==> src/rtl/seven_segment_scanner_if.sv <==
// Pin-level bus between the numeric datapath (master) and the seven-segment scanner (slave).
// Parameter DIGITS must match the scanner instance it is connected to.
interface seven_segment_scanner_if #(
  parameter int DIGITS = 4
);
  // No valid/ready here: number/dots/digit_en are level signals the scanner samples
  // once per frame at frame_start; the display outputs are free-running pin levels.
  logic [4*DIGITS-1:0] number;
  logic [DIGITS-1:0]   dots;
  logic [DIGITS-1:0]   digit_en;
  logic [6:0]          gfedcba;
  logic                dp_n;
  logic [DIGITS-1:0]   anode_n;
  logic                frame_start;

  modport master (
    output number,
    output dots,
    output digit_en,
    input  gfedcba,
    input  dp_n,
    input  anode_n,
    input  frame_start
  );

  modport slave (
    input  number,
    input  dots,
    input  digit_en,
    output gfedcba,
    output dp_n,
    output anode_n,
    output frame_start
  );
endinterface

==> src/rtl/seven_segment_scanner.sv <==
// Time-multiplexed common-anode seven-segment scanner with per-frame snapshot and blanking gaps.
// Optional leading-zero suppression: define SEVEN_SEGMENT_SCANNER_LEADING_ZERO_BLANK_EN.
module seven_segment_scanner #(
  parameter int DIGITS       = 4,
  parameter int CLK_DIV      = 50000,
  parameter int BLANK_CYCLES = 500
) (
  input  logic                      clk,
  input  logic                      rst_n,
  seven_segment_scanner_if.slave    io_bus,
  output logic                      o_dbg_state,
  output logic [$clog2(DIGITS)-1:0] o_dbg_index
);

  localparam int CNT_MAX = (CLK_DIV > BLANK_CYCLES) ? CLK_DIV : BLANK_CYCLES;
  localparam int CNT_W   = (CNT_MAX > 1) ? $clog2(CNT_MAX) : 1;
  localparam int IDX_W   = $clog2(DIGITS);

  localparam logic [0:0] ST_BLANK = 1'b0;
  localparam logic [0:0] ST_SHOW  = 1'b1;

  localparam logic [CNT_W-1:0] BLANK_LAST = CNT_W'(BLANK_CYCLES - 1);
  localparam logic [CNT_W-1:0] SHOW_LAST  = CNT_W'(CLK_DIV - 1);
  localparam logic [IDX_W-1:0] IDX_LAST   = IDX_W'(DIGITS - 1);

  logic [0:0]          r_state;
  logic [CNT_W-1:0]    r_cnt;
  logic [IDX_W-1:0]    r_idx;
  logic [4*DIGITS-1:0] r_snap_num;
  logic [DIGITS-1:0]   r_snap_dots;
  logic [DIGITS-1:0]   r_snap_en;
  logic [6:0]          r_seg;
  logic                r_dp_n;
  logic [DIGITS-1:0]   r_anode_n;
  logic                r_frame_start;

  logic                w_blank_done;
  logic                w_show_done;
  logic                w_new_frame;
  logic [DIGITS-1:0]   w_lead_sup;
  logic [4*DIGITS-1:0] w_num_src;
  logic [DIGITS-1:0]   w_dots_src;
  logic [DIGITS-1:0]   w_en_src;
  logic [3:0]          w_nibble;
  logic                w_dig_on;
  logic                w_dot_on;

  function automatic logic [6:0] hex_to_seg(input logic [3:0] nib);
    case (nib)
      4'h0:    hex_to_seg = 7'b1000000;
      4'h1:    hex_to_seg = 7'b1111001;
      4'h2:    hex_to_seg = 7'b0100100;
      4'h3:    hex_to_seg = 7'b0110000;
      4'h4:    hex_to_seg = 7'b0011001;
      4'h5:    hex_to_seg = 7'b0010010;
      4'h6:    hex_to_seg = 7'b0000010;
      4'h7:    hex_to_seg = 7'b1111000;
      4'h8:    hex_to_seg = 7'b0000000;
      4'h9:    hex_to_seg = 7'b0011000;
      4'hA:    hex_to_seg = 7'b0001000;
      4'hB:    hex_to_seg = 7'b0000011;
      4'hC:    hex_to_seg = 7'b1000110;
      4'hD:    hex_to_seg = 7'b0100001;
      4'hE:    hex_to_seg = 7'b0000110;
      default: hex_to_seg = 7'b0001110;
    endcase
  endfunction

  assign w_blank_done = (r_state == ST_BLANK) && (r_cnt == BLANK_LAST);
  assign w_show_done  = (r_state == ST_SHOW)  && (r_cnt == SHOW_LAST);
  assign w_new_frame  = w_blank_done && (r_idx == '0);

`ifdef SEVEN_SEGMENT_SCANNER_LEADING_ZERO_BLANK_EN
  // Walk from the top digit down; suppress until a nonzero nibble or a dot is seen.
  always_comb begin
    logic seen;
    seen       = 1'b0;
    w_lead_sup = '0;
    for (int i = DIGITS - 1; i >= 1; i--) begin
      seen          = seen | (io_bus.number[4*i +: 4] != 4'h0) | io_bus.dots[i];
      w_lead_sup[i] = ~seen;
    end
  end
`else
  assign w_lead_sup = '0;
`endif

  // Digit 0's slot decodes from the live inputs because the snapshot loads on the same edge.
  assign w_num_src  = w_new_frame ? io_bus.number : r_snap_num;
  assign w_dots_src = w_new_frame ? io_bus.dots : r_snap_dots;
  assign w_en_src   = w_new_frame ? (io_bus.digit_en & ~w_lead_sup) : r_snap_en;
  assign w_nibble   = w_num_src[{r_idx, 2'b00} +: 4];
  assign w_dig_on   = w_en_src[r_idx];
  assign w_dot_on   = w_dots_src[r_idx];

  always_ff @(posedge clk or negedge rst_n) begin
    if (!rst_n) begin
      r_state       <= ST_BLANK;
      r_cnt         <= '0;
      r_idx         <= '0;
      r_snap_num    <= '0;
      r_snap_dots   <= '0;
      r_snap_en     <= '0;
      r_seg         <= 7'h7F;
      r_dp_n        <= 1'b1;
      r_anode_n     <= '1;
      r_frame_start <= 1'b0;
    end else begin
      r_frame_start <= 1'b0;
      if (w_blank_done) begin
        r_state   <= ST_SHOW;
        r_cnt     <= '0;
        r_anode_n <= w_dig_on ? ~(DIGITS'(1) << r_idx) : '1;
        r_seg     <= w_dig_on ? hex_to_seg(w_nibble) : 7'h7F;
        r_dp_n    <= ~(w_dig_on & w_dot_on);
        if (w_new_frame) begin
          r_snap_num    <= w_num_src;
          r_snap_dots   <= w_dots_src;
          r_snap_en     <= w_en_src;
          r_frame_start <= 1'b1;
        end
      end else if (w_show_done) begin
        r_state   <= ST_BLANK;
        r_cnt     <= '0;
        r_idx     <= (r_idx == IDX_LAST) ? '0 : r_idx + IDX_W'(1);
        r_anode_n <= '1;
        r_seg     <= 7'h7F;
        r_dp_n    <= 1'b1;
      end else begin
        r_cnt <= r_cnt + CNT_W'(1);
      end
    end
  end

  assign io_bus.gfedcba     = r_seg;
  assign io_bus.dp_n        = r_dp_n;
  assign io_bus.anode_n     = r_anode_n;
  assign io_bus.frame_start = r_frame_start;
  assign o_dbg_state        = r_state;
  assign o_dbg_index        = r_idx;

  a_anode_onehot: assert property (@(posedge clk) disable iff (!rst_n)
    $onehot0(~r_anode_n));

  a_blank_dark: assert property (@(posedge clk) disable iff (!rst_n)
    (r_state == ST_BLANK) |-> ((r_anode_n == '1) && (r_seg == 7'h7F) && r_dp_n));

  a_frame_start_slot0: assert property (@(posedge clk) disable iff (!rst_n)
    r_frame_start |-> ((r_state == ST_SHOW) && (r_idx == '0) && (r_cnt == '0)));

endmodule

==> src/flat_wrapper.sv <==
// flat-port wrapper written by rule: the top's interface ports become plain ports
module seven_segment_scanner_flat 
#(
  parameter int DIGITS       = 4,
  parameter int CLK_DIV      = 50000,
  parameter int BLANK_CYCLES = 500
)
  (clk, rst_n, o_dbg_state, o_dbg_index, io_bus_number, io_bus_dots, io_bus_digit_en, io_bus_gfedcba, io_bus_dp_n, io_bus_anode_n, io_bus_frame_start);
  seven_segment_scanner_if #(.DIGITS(DIGITS)) io_bus_i ();
  input  logic clk;
  input  logic rst_n;
  output logic o_dbg_state;
  output logic [$clog2(DIGITS)-1:0] o_dbg_index;
  input wire logic [$bits(io_bus_i.number)-1:0] io_bus_number;
  input wire logic [$bits(io_bus_i.dots)-1:0] io_bus_dots;
  input wire logic [$bits(io_bus_i.digit_en)-1:0] io_bus_digit_en;
  output wire logic [$bits(io_bus_i.gfedcba)-1:0] io_bus_gfedcba;
  output wire logic [$bits(io_bus_i.dp_n)-1:0] io_bus_dp_n;
  output wire logic [$bits(io_bus_i.anode_n)-1:0] io_bus_anode_n;
  output wire logic [$bits(io_bus_i.frame_start)-1:0] io_bus_frame_start;
  assign io_bus_i.number = io_bus_number;
  assign io_bus_i.dots = io_bus_dots;
  assign io_bus_i.digit_en = io_bus_digit_en;
  assign io_bus_gfedcba = io_bus_i.gfedcba;
  assign io_bus_dp_n = io_bus_i.dp_n;
  assign io_bus_anode_n = io_bus_i.anode_n;
  assign io_bus_frame_start = io_bus_i.frame_start;
  seven_segment_scanner #(.DIGITS(DIGITS), .CLK_DIV(CLK_DIV), .BLANK_CYCLES(BLANK_CYCLES)) u_core (.clk(clk), .rst_n(rst_n), .io_bus(io_bus_i), .o_dbg_state(o_dbg_state), .o_dbg_index(o_dbg_index));
endmodule
==> config.mk <==
export PLATFORM = sky130hd
export DESIGN_NAME = seven_segment_scanner_flat
export DESIGN_NICKNAME = d
export VERILOG_FILES = /design/src/rtl/seven_segment_scanner_if.sv /design/src/rtl/seven_segment_scanner.sv /design/src/flat_wrapper.sv
export SDC_FILE = /design/constraint.sdc
export NUM_CORES = 1
export LEC_CHECK = 0
export BUFFER_PORTS_ARGS = -buffer_cell sky130_fd_sc_hd__buf_2
export CORE_AREA = 3 3 70 85
export CTS_CLUSTER_DIAMETER = 40
export DETAILED_ROUTE_END_ITERATION = 8
export DIE_AREA = 0 0 73 88
export GPL_ROUTABILITY_DRIVEN = 0
export HOLD_SLACK_MARGIN = 0.05
export PLACE_DENSITY = 0.78
export RECOVER_POWER = 25
export SETUP_SLACK_MARGIN = 0.15
export SKIP_LAST_GASP = 1
export SLEW_MARGIN = 30
export SYNTH_ARGS = -nofsm -noshare
export SYNTH_HDL_FRONTEND = slang
export SYNTH_SLANG_ARGS = --single-unit
==> constraint.sdc <==
create_clock -name clk -period 4.15 [get_ports clk]
set_clock_uncertainty 0.05 [all_clocks]
set_input_delay 1.0375 -clock clk [delete_from_list [all_inputs] [get_ports clk]]
set_output_delay 1.0375 -clock clk [all_outputs]
set_load 0.05 [all_outputs]
# Word-level counts from Yosys, hierarchy flattened
# Memory sizes are Yosys's and may differ from the RTL's.
# Cells that the tools add are included.
# word_totals
output_inout_bits	16
input_bits	26
wordCells	53
rom_bits	112
n_memories	1
reg_bits	56
# op_classes
mux	22
shift	2
n_eq_ne	3
n_bitwise	5
n_reduce_logical	7
n_lt_le_gt_ge	1
n_addsub	2
# mem_list
name	words	word_bits	read_ports	rd_ports_with_merged_regs	wr	line_no	rtl
(no name shown)	16	7	1	0	0	seven_segment_scanner.sv:49	case (nib)
# ops
operator	count
16-bit two-way mux	3
7-bit two-way mux	3
4-bit two-way mux	5
16-bit by 1-bit adder with 16-bit output, second input constant	1
16-bit == test, second input constant	1
16-bit by 9-bit == test with 1-bit output, second input constant	1
16-bit by 5-bit indexed part select with 4-bit output	1
1-bit two-way mux	8
1-bit binary-select mux with 2-bit select	2
4-bit NOT	1
2-bit AND reduction	2
1-bit by 2-bit left shift with 4-bit output, first input constant	1
1-bit logical AND	3
2-bit by 3-bit < comparator with 1-bit output, second input constant	1
1-bit NOT	3
2-bit by 1-bit adder with 2-bit output, second input constant	1
2-bit == test, second input constant	1
2-bit logical NOT	1
2-bit two-way mux	1
2-bit nonzero test	1
1-bit bitwise AND	1

# Depth between registers and ports, before layout
# Gate-level depths: netlist of the first run.
# logic_depth
depth_word	9
mapped_depth	15

# Worst setup path after synthesis of the first run
# Ideal clock, no wire load.
# synth_path
path_kind	reg-to-reg
from	register u_core.r_idx[1], in the netlist u_core.o_dbg_index[1]
to	register u_core.r_seg[1], in the netlist u_core.io_bus.gfedcba[1]
slack_ns	0.535
stages_incl_launch_ff	15
arrival_time_ns	3.478
setup_ns	0.088
synth_period_minus_slack_ns	3.615
path_buffers	4
t_required_ns	4.012
path_cell_list	dfrtp_1 > clkbuf_1 > inv_2 > ha_1 > and4_4 > buf_6 > buf_12 > buf_4 > mux4_2 > mux2i_1 > ha_1 > inv_1 > nor3_1 > a2111oi_1 > nor2_1
# synth_between
elab_chain_cells	7
elab_cells_between_ends	10
cone_classes	shift (1); mux (6); reduce/logical (2); memory (1)
# synth_rtl
item	line_no	rtl
start, declared	seven_segment_scanner.sv:28	logic [IDX_W-1:0] r_idx;
start signal, assigned	seven_segment_scanner.sv:125	r_idx <= (r_idx == IDX_LAST) ? '0 : r_idx + IDX_W'(1);
2-bit logical NOT	seven_segment_scanner.sv:71	assign w_new_frame = w_blank_done && (r_idx == '0);
1-bit logical AND	seven_segment_scanner.sv:71	
16-bit two-way mux or 4-bit two-way mux (tied branches)	seven_segment_scanner.sv:89, seven_segment_scanner.sv:91	
16-bit by 5-bit indexed part select with 4-bit output or 1-bit binary-select mux with 2-bit select (tied branches)	seven_segment_scanner.sv:92, seven_segment_scanner.sv:93	
memory 16 x 7 bit or 1-bit two-way mux (tied branches)	--	
7-bit two-way mux (*)	seven_segment_scanner.sv:114	r_seg <= w_dig_on ? hex_to_seg(w_nibble) : 7'h7F;
7-bit two-way mux (*)	seven_segment_scanner.sv:110	if (w_blank_done) begin
end signal, assigned	seven_segment_scanner.sv:114	
end, declared	seven_segment_scanner.sv:32	logic [6:0] r_seg;
# Every way passes the cells marked *; elsewhere a longest branch is shown, timed or not. The select of a mux whose other input is x is not followed.
# A chain may end at the register's enable or synchronous reset.

# Worst setup path in the final report of the first run
# layout_path
from	register u_core.r_idx[1], in the netlist u_core.o_dbg_index[1]
to	register u_core.r_seg[5], in the netlist u_core.io_bus.gfedcba[5]
# The elaborated chain is that of the path after synthesis.

==> flow_summary.ini, run 1 <==
[worst_setup_path]
timing.rr.start = u_core.o_dbg_index[1]
required_ps = 4340
cp.arrival_ps = 3800
worst-r2r-cell-count = 11
cp_slowest_cell = mux2i_1
worstSetupStartpoint = u_core.o_dbg_index[1]
criticalPathCategory = reg2reg
path_cells = inv_2 -> ha_1 -> and4_4 -> mux4_2 -> mux2i_1 -> inv_1 -> ha_1 -> inv_1 -> mux2i_1 -> a211oi_1 -> nor2_1
cpPeakStageDelay_ps = 550
startpoint_type = register
r2r_slack_ps = 550
critPathCapture = u_core.io_bus.gfedcba[5]
path_max_fanout = 23
worst_r2r_endpoint = u_core.io_bus.gfedcba[5]
critPathCaptureType = register

[cts]
post_cts_buffers = 0
clk_path_buf_depth = 2
clk_latency_ps = 320
cts_hold_buffers = 0
root_buffer = clkbuf_8
cts_tree = built
ctsHtreeMaxLevel = 2
cts.clk_slew.worst_paths_ps = 110
cts_buffers = 5
clkSinkCount = 56
ctsResizeCount = 0

[timing]
tns_ps = 0
setup_viol = 0
min_period_ps = 3600
maxSlewViolCount = 31
hold_viol = 0
rsz0062_at_grt = false
period_share_pct = 86.9
timing.slew.headroom_pct = -2.16
timing.fmax_ghz = 0.277
worstMarginPinSlew_ps = 1530

[route]
drt_first_pass_iters = 4
via_per_inst = 5.64
ant_nets = 0
drt-total-wl_um = 5740
vias = 1964
drt_iter0_markers = 104
drc = 0
routedWlPerCell_um = 16.5

[synth]
synth_seq_cells = 56
syn-mean-instance-area_um2 = 12.2
synthFlopType = dfrtp_1
syn-instance-count = 243
synth-edff-count = 0
synth_area_mm2 = 0.00296
synth_cell_types = 45
yosysTopAreaCellShare_pct = 37.2
synthTopCellsByArea = dfrtp_1, dfstp_2, mux2_2
yosys_warnings = 0
synth_top_cell_by_area = dfrtp_1
async_flop_share_pct = 100
syn_nets = 280
synth-seq-area-share_pct = 47.9

[grt]
grt_pass1_wl_um = 9890
grt_pass1_vias = 2103
antenna_found_initial = 0
grt_max_degree = 31
track_usage_pct = 19.9
grt-ovfl-total = 0

[floorplanning]
floorplan.die.width_um = 73
start_util_pct = 56.2
dieArea_mm2 = 0.00642
row_count = 29
ioPinCount = 42
core_mm2 = 0.00526
die-height_um = 88

[power]
ir_worst_vdd_v = 0.000176
power_switching_mw = 0.203
p_int_mw = 0.691
pwr-share-seq_pct = 61.1
power_switching_share_pct = 22.7
leakagePower_nw = 1.58
clkPwrFrac_pct = 36.2
comb_power_share_pct = 2.8
power-per-cell-area_mw_per_mm2 = 273
total_power_mw = 0.894

[placed_design]
port_buffers = 41
hpwl_um = 4290
dp.cells = 340

[worst_hold_path]
hold_path_class = reg2reg

[cells_and_area]
post_layout_nonfiller_instances = 348
layout.nets = 322
synthToLayoutAreaGrowth_pct = 10.7
n_antenna_cell = 0
drive_above_1_share_pct = 37.4

[status]
violations = capacitance limit, slew limit
status = finished with violations

[flow_run]
maxCapViolCount = 1
## how the worst min path moves through the flow
stage                          startpoint               to  slack (ps)  cells past startpoint
final                     u_core.r_cnt[0]  u_core.r_cnt[0]         430                      1
after global routing      u_core.r_cnt[0]  u_core.r_cnt[0]         460                      1
after CTS                 u_core.r_cnt[0]  u_core.r_cnt[0]         430                      1
after detailed placement  u_core.r_cnt[0]  u_core.r_cnt[0]         420                      1
after global placement    u_core.r_cnt[0]  u_core.r_cnt[0]         400                      1
after floorplan           u_core.r_cnt[0]  u_core.r_cnt[0]         380                      1
## critical path, delay by kind of cell (launching register included)
| family | cells | cell delay (ps) |
|---|---|---|
| AO/OA/AOI/OAI | 1 | 290 |
| adder cells (fa/ha/maj) | 2 | 520 |
| buffers and inverters | 3 | 580 |
| flip-flops | 1 | 540 |
| multiplexers | 3 | 990 |
| AND/OR/NAND/NOR | 2 | 520 |
## power by group through the flow
stage | combinational (mW) | sequential, mW | clock [mW]
3_5_place_dp | 0.0266 | 0.556 | 0
3_3_place_gp | 0.0260 | 0.556 | 0
6_report | 0.0247 | 0.546 | 0.323
5_1_grt | 0.0283 | 0.546 | 0.349
2_1_floorplan | 0.00125 | 0.556 | 0
4_1_cts | 0.0265 | 0.546 | 0.325
## flip-flops by register name, summed over array words and instances (netlist names)
name                       count
u_core.r_snap_dots             4
u_core.r_snap_en               4
u_core.io_bus.dp_n             1
u_core.r_cnt                  16
u_core.io_bus.gfedcba          7
u_core.o_dbg_state             1
u_core.r_snap_num             16
u_core.io_bus.anode_n          4
u_core.io_bus.frame_start      1
u_core.o_dbg_index             2
## per-layer routing
layer,vias up,routed length (um),GRT usage [%]
li1,939,-,-
met1,967,2430,24.6
met2,46,2890,33.6
met3,12,300,4.25
met4,0,117,8.22
met5,-,0,0
## cell families (layout without fill, tap and decap cells)
logic type      Yosys count  count (layout)  synth area share [%]
simple gates             75              75                  13.8
compound gates           19              19                  4.52
xor+xnor                 15              15                  4.44
flops                    56              56                  47.9
fa+ha+maj                11              11                  4.65
buf+inv                  23              66                  4.36
mux                      44              44                  20.4
## synth_stat cells (5+ instances only)
cell type,number
nand2_1,6
mux2_2,22
mux2i_1,10
ha_1,11
mux4_2,10
dfrtp_1,44
inv_1,12
xnor2_1,7
xor2_1,8
and3_1,5
nor2_1,30
dfstp_2,12
nand3_1,12
## cell usage in the layout, fill, tap and decap left out, types with 2 or more instances in the layout
cell,Yosys,layout
mux2_2,22,22
nor3_1,4,4
o21ai_1,2,2
mux2i_1,10,10
buf_2,0,40
nand2_1,6,6
xnor2_1,7,7
nand3_1,12,13
mux4_2,10,10
nor4_1,4,4
and3_1,5,5
buf_4,1,2
clkbuf_8,0,6
nand4_1,2,2
a211oi_1,2,2
nor2_1,30,30
inv_1,12,12
a21oi_1,4,4
mux2_4,2,2
clkbuf_1,4,2
dfstp_2,12,12
dfrtp_1,44,44
a31oi_1,2,2
inv_2,2,2
ha_1,11,11
clkinvlp_4,0,2
xor2_1,8,8
o211ai_1,3,3
## layout make-up
class | count | area, um^2
multi-input cells | 164 | 1410
repair buffers | 44 | 223
well taps | 62 | 77.6
clock inverters | 2 | 15.0
inverters | 14 | 52.6
clock buffers | 6 | 82.6
flip-flops and latches | 56 | 1420
fillers | 401 | 1990
## per-stage QoR
step	setup slack [ps]	instance area, um^2	hold slack, ps	utilization (%)
3_3_place_gp	753	3190	399	60.6
6_report	545	3280	426	62.3
5_1_grt	281	3280	457	62.3
2_1_floorplan	535	2960	383	-
4_1_cts	484	3290	429	62.4
3_5_place_dp	579	3190	415	60.6
Power figures use the tool's default switching activity.
==> run 2: changes to the inputs <==
Clock period 4.15 ns to 3.95 ns, I/O delays scaled along.
==> run 2 against run 1 <==
Against the previous run: the flow still finishes with violations (capacitance limit, slew limit); wire length fell by 2.8%; core utilization rose by 0.33 points; combinational power rose by 7%; setup slack improved by 54 ps; fmax is 7.6% higher; first-iteration DRC count rose by 58%; sequential power rose by 5.1%; register-to-register slack improved by 50 ps; cell area up 0.53%; critical path depth is the same; clock-buffer cell count grew 1; critical path type unchanged; critical endpoint is now u_core.io_bus.gfedcba[1]; highest routed layer unchanged.
==> flow_summary.ini, run 2 (synthesis gave the netlist of run 1 again) <==
[floorplanning]
die-height_um = 88
start_util_pct = 56.2
floorplan.die.width_um = 73
ioPinCount = 42
core_mm2 = 0.00526
row_count = 29
dieArea_mm2 = 0.00642

[flow_run]
maxCapViolCount = 1

[timing]
timing.slew.headroom_pct = -3.23
tns_ps = 0
setup_viol = 0
holdWs_ps = 413
hold_viol = 0
setup_ws_ps = 599
maxSlewViolCount = 31
worstMarginPinSlew_ps = 1550
period_share_pct = 84.8
min_period_ps = 3350
rsz0062_at_grt = false
timing.fmax_ghz = 0.298

[cells_and_area]
n_antenna_cell = 0
fillCellCount = 421
drive_above_1_share_pct = 37.7
layout.nets = 325
final_common_cell = dfrtp_1
synthToLayoutAreaGrowth_pct = 11.3
final_cell_mix = dfrtp_1, buf_2, nor2_1, mux2_2, nand3_1

[grt]
antenna_found_initial = 0
grt-ovfl-total = 0
track_usage_pct = 18.8
grt_pass1_wl_um = 9210
grt_max_degree = 31
grt_pass1_vias = 1941

[status]
violations = capacitance limit, slew limit
status = finished with violations

[cts]
cts.clk_slew.worst_paths_ps = 100
cts_hold_buffers = 0
clkSinkCount = 56
root_buffer = clkbuf_8
ctsHtreeMaxLevel = 2
post_cts_buffers = 0
ctsResizeCount = 0
cts_buffers = 5
clk_latency_ps = 310
clk_path_buf_depth = 2
cts_tree = built

[route]
via_per_inst = 5.65
drt-total-wl_um = 5570
ant_nets = 0
drt_first_pass_iters = 4
routedWlPerCell_um = 15.9
vias = 1983
drc = 0
drt_iter0_markers = 164

[power]
ir_worst_vdd_v = 0.000235
power-per-cell-area_mw_per_mm2 = 281
leakagePower_nw = 1.60

[worst_setup_path]
cp.arrival_ps = 3540
criticalPathCategory = reg2reg
path_max_fanout = 26
startpoint_type = register
required_ps = 4140
critPathCaptureType = register

[placed_design]
pre_cts_ws_ps = 597
port_buffers = 41
hpwl_um = 4140

[worst_hold_path]
hold_path_class = reg2reg
==> run 2: through the flow <==
| stage | cells | instance area (um^2) | util (%) | power [mW] |
|---|---|---|---|---|
| 2_1_floorplan | 243 | 2960 | - | 0.586 |
| 3_3_place_gp | 343 | 3210 | 61.0 | 0.612 |
| 3_5_place_dp | 343 | 3210 | 61.0 | 0.613 |
| 4_1_cts | 351 | 3300 | 62.8 | 0.936 |
| 5_1_grt | 351 | 3290 | 62.6 | 0.963 |
| 6_report | 351 | 3290 | 62.6 | 0.925 |
==> run 2: area by class of cell <==
type / count / area (um^2) / share of cell area [%]
clock buffer: 7 / 86.3 / 2.62
timing repair buffer: 47 / 245 / 7.45
sequential: 56 / 1420 / 43.0
clock inverter: 1 / 6.26 / 0.190
inverter: 14 / 52.6 / 1.60
multi-input combinational: 164 / 1410 / 42.8
tap: 62 / 77.6 / 2.36
==> run 2: layer usage <==
layer,vias up,wire length [um],share of wire (%),global-route usage (%)
met1,972,2400,43,24.1
met5,-,0,0,0
li1,953,-,-,-
met2,49,2880,52,32.0
met4,0,75,1.3,6.21
met3,9,222,4.0,3.56
==> run 2: worst paths after layout <==
check | startpoint | end | slack, ps | cells after the start
max in group asynchronous | rst_n | u_core.r_cnt[10] | 860 | 2
worst min register to register | u_core.r_cnt[0] | u_core.r_cnt[0] | 410 | 1
worst max register to register | u_core.o_dbg_index[1] | u_core.io_bus.gfedcba[1] | 600 | 11
worst min-delay path | u_core.r_cnt[0] | u_core.r_cnt[0] | 410 | 1
worst max-delay path | u_core.o_dbg_index[1] | u_core.io_bus.gfedcba[1] | 600 | 11
min in group asynchronous | rst_n | u_core.r_snap_dots[2] | 1000 | 1
==> run 2: critical path, cell delays in order, from the launching register on <==
cell and delay (ps):
dfrtp_1 550, inv_2 280, ha_1 230, and4_4 460, mux4_2 370, mux2i_1 180
buf_4 180, ha_1 250, inv_1 90, nor3_1 60, a2111oi_1 480, nor2_1 80
==> run 2: report_power, final <==
group	internal (mW)	total [mW]	switching (mW)
logic	0.00997	0.0265	0.0166
registers	0.574	0.574	0
clock network	0.143	0.325	0.181
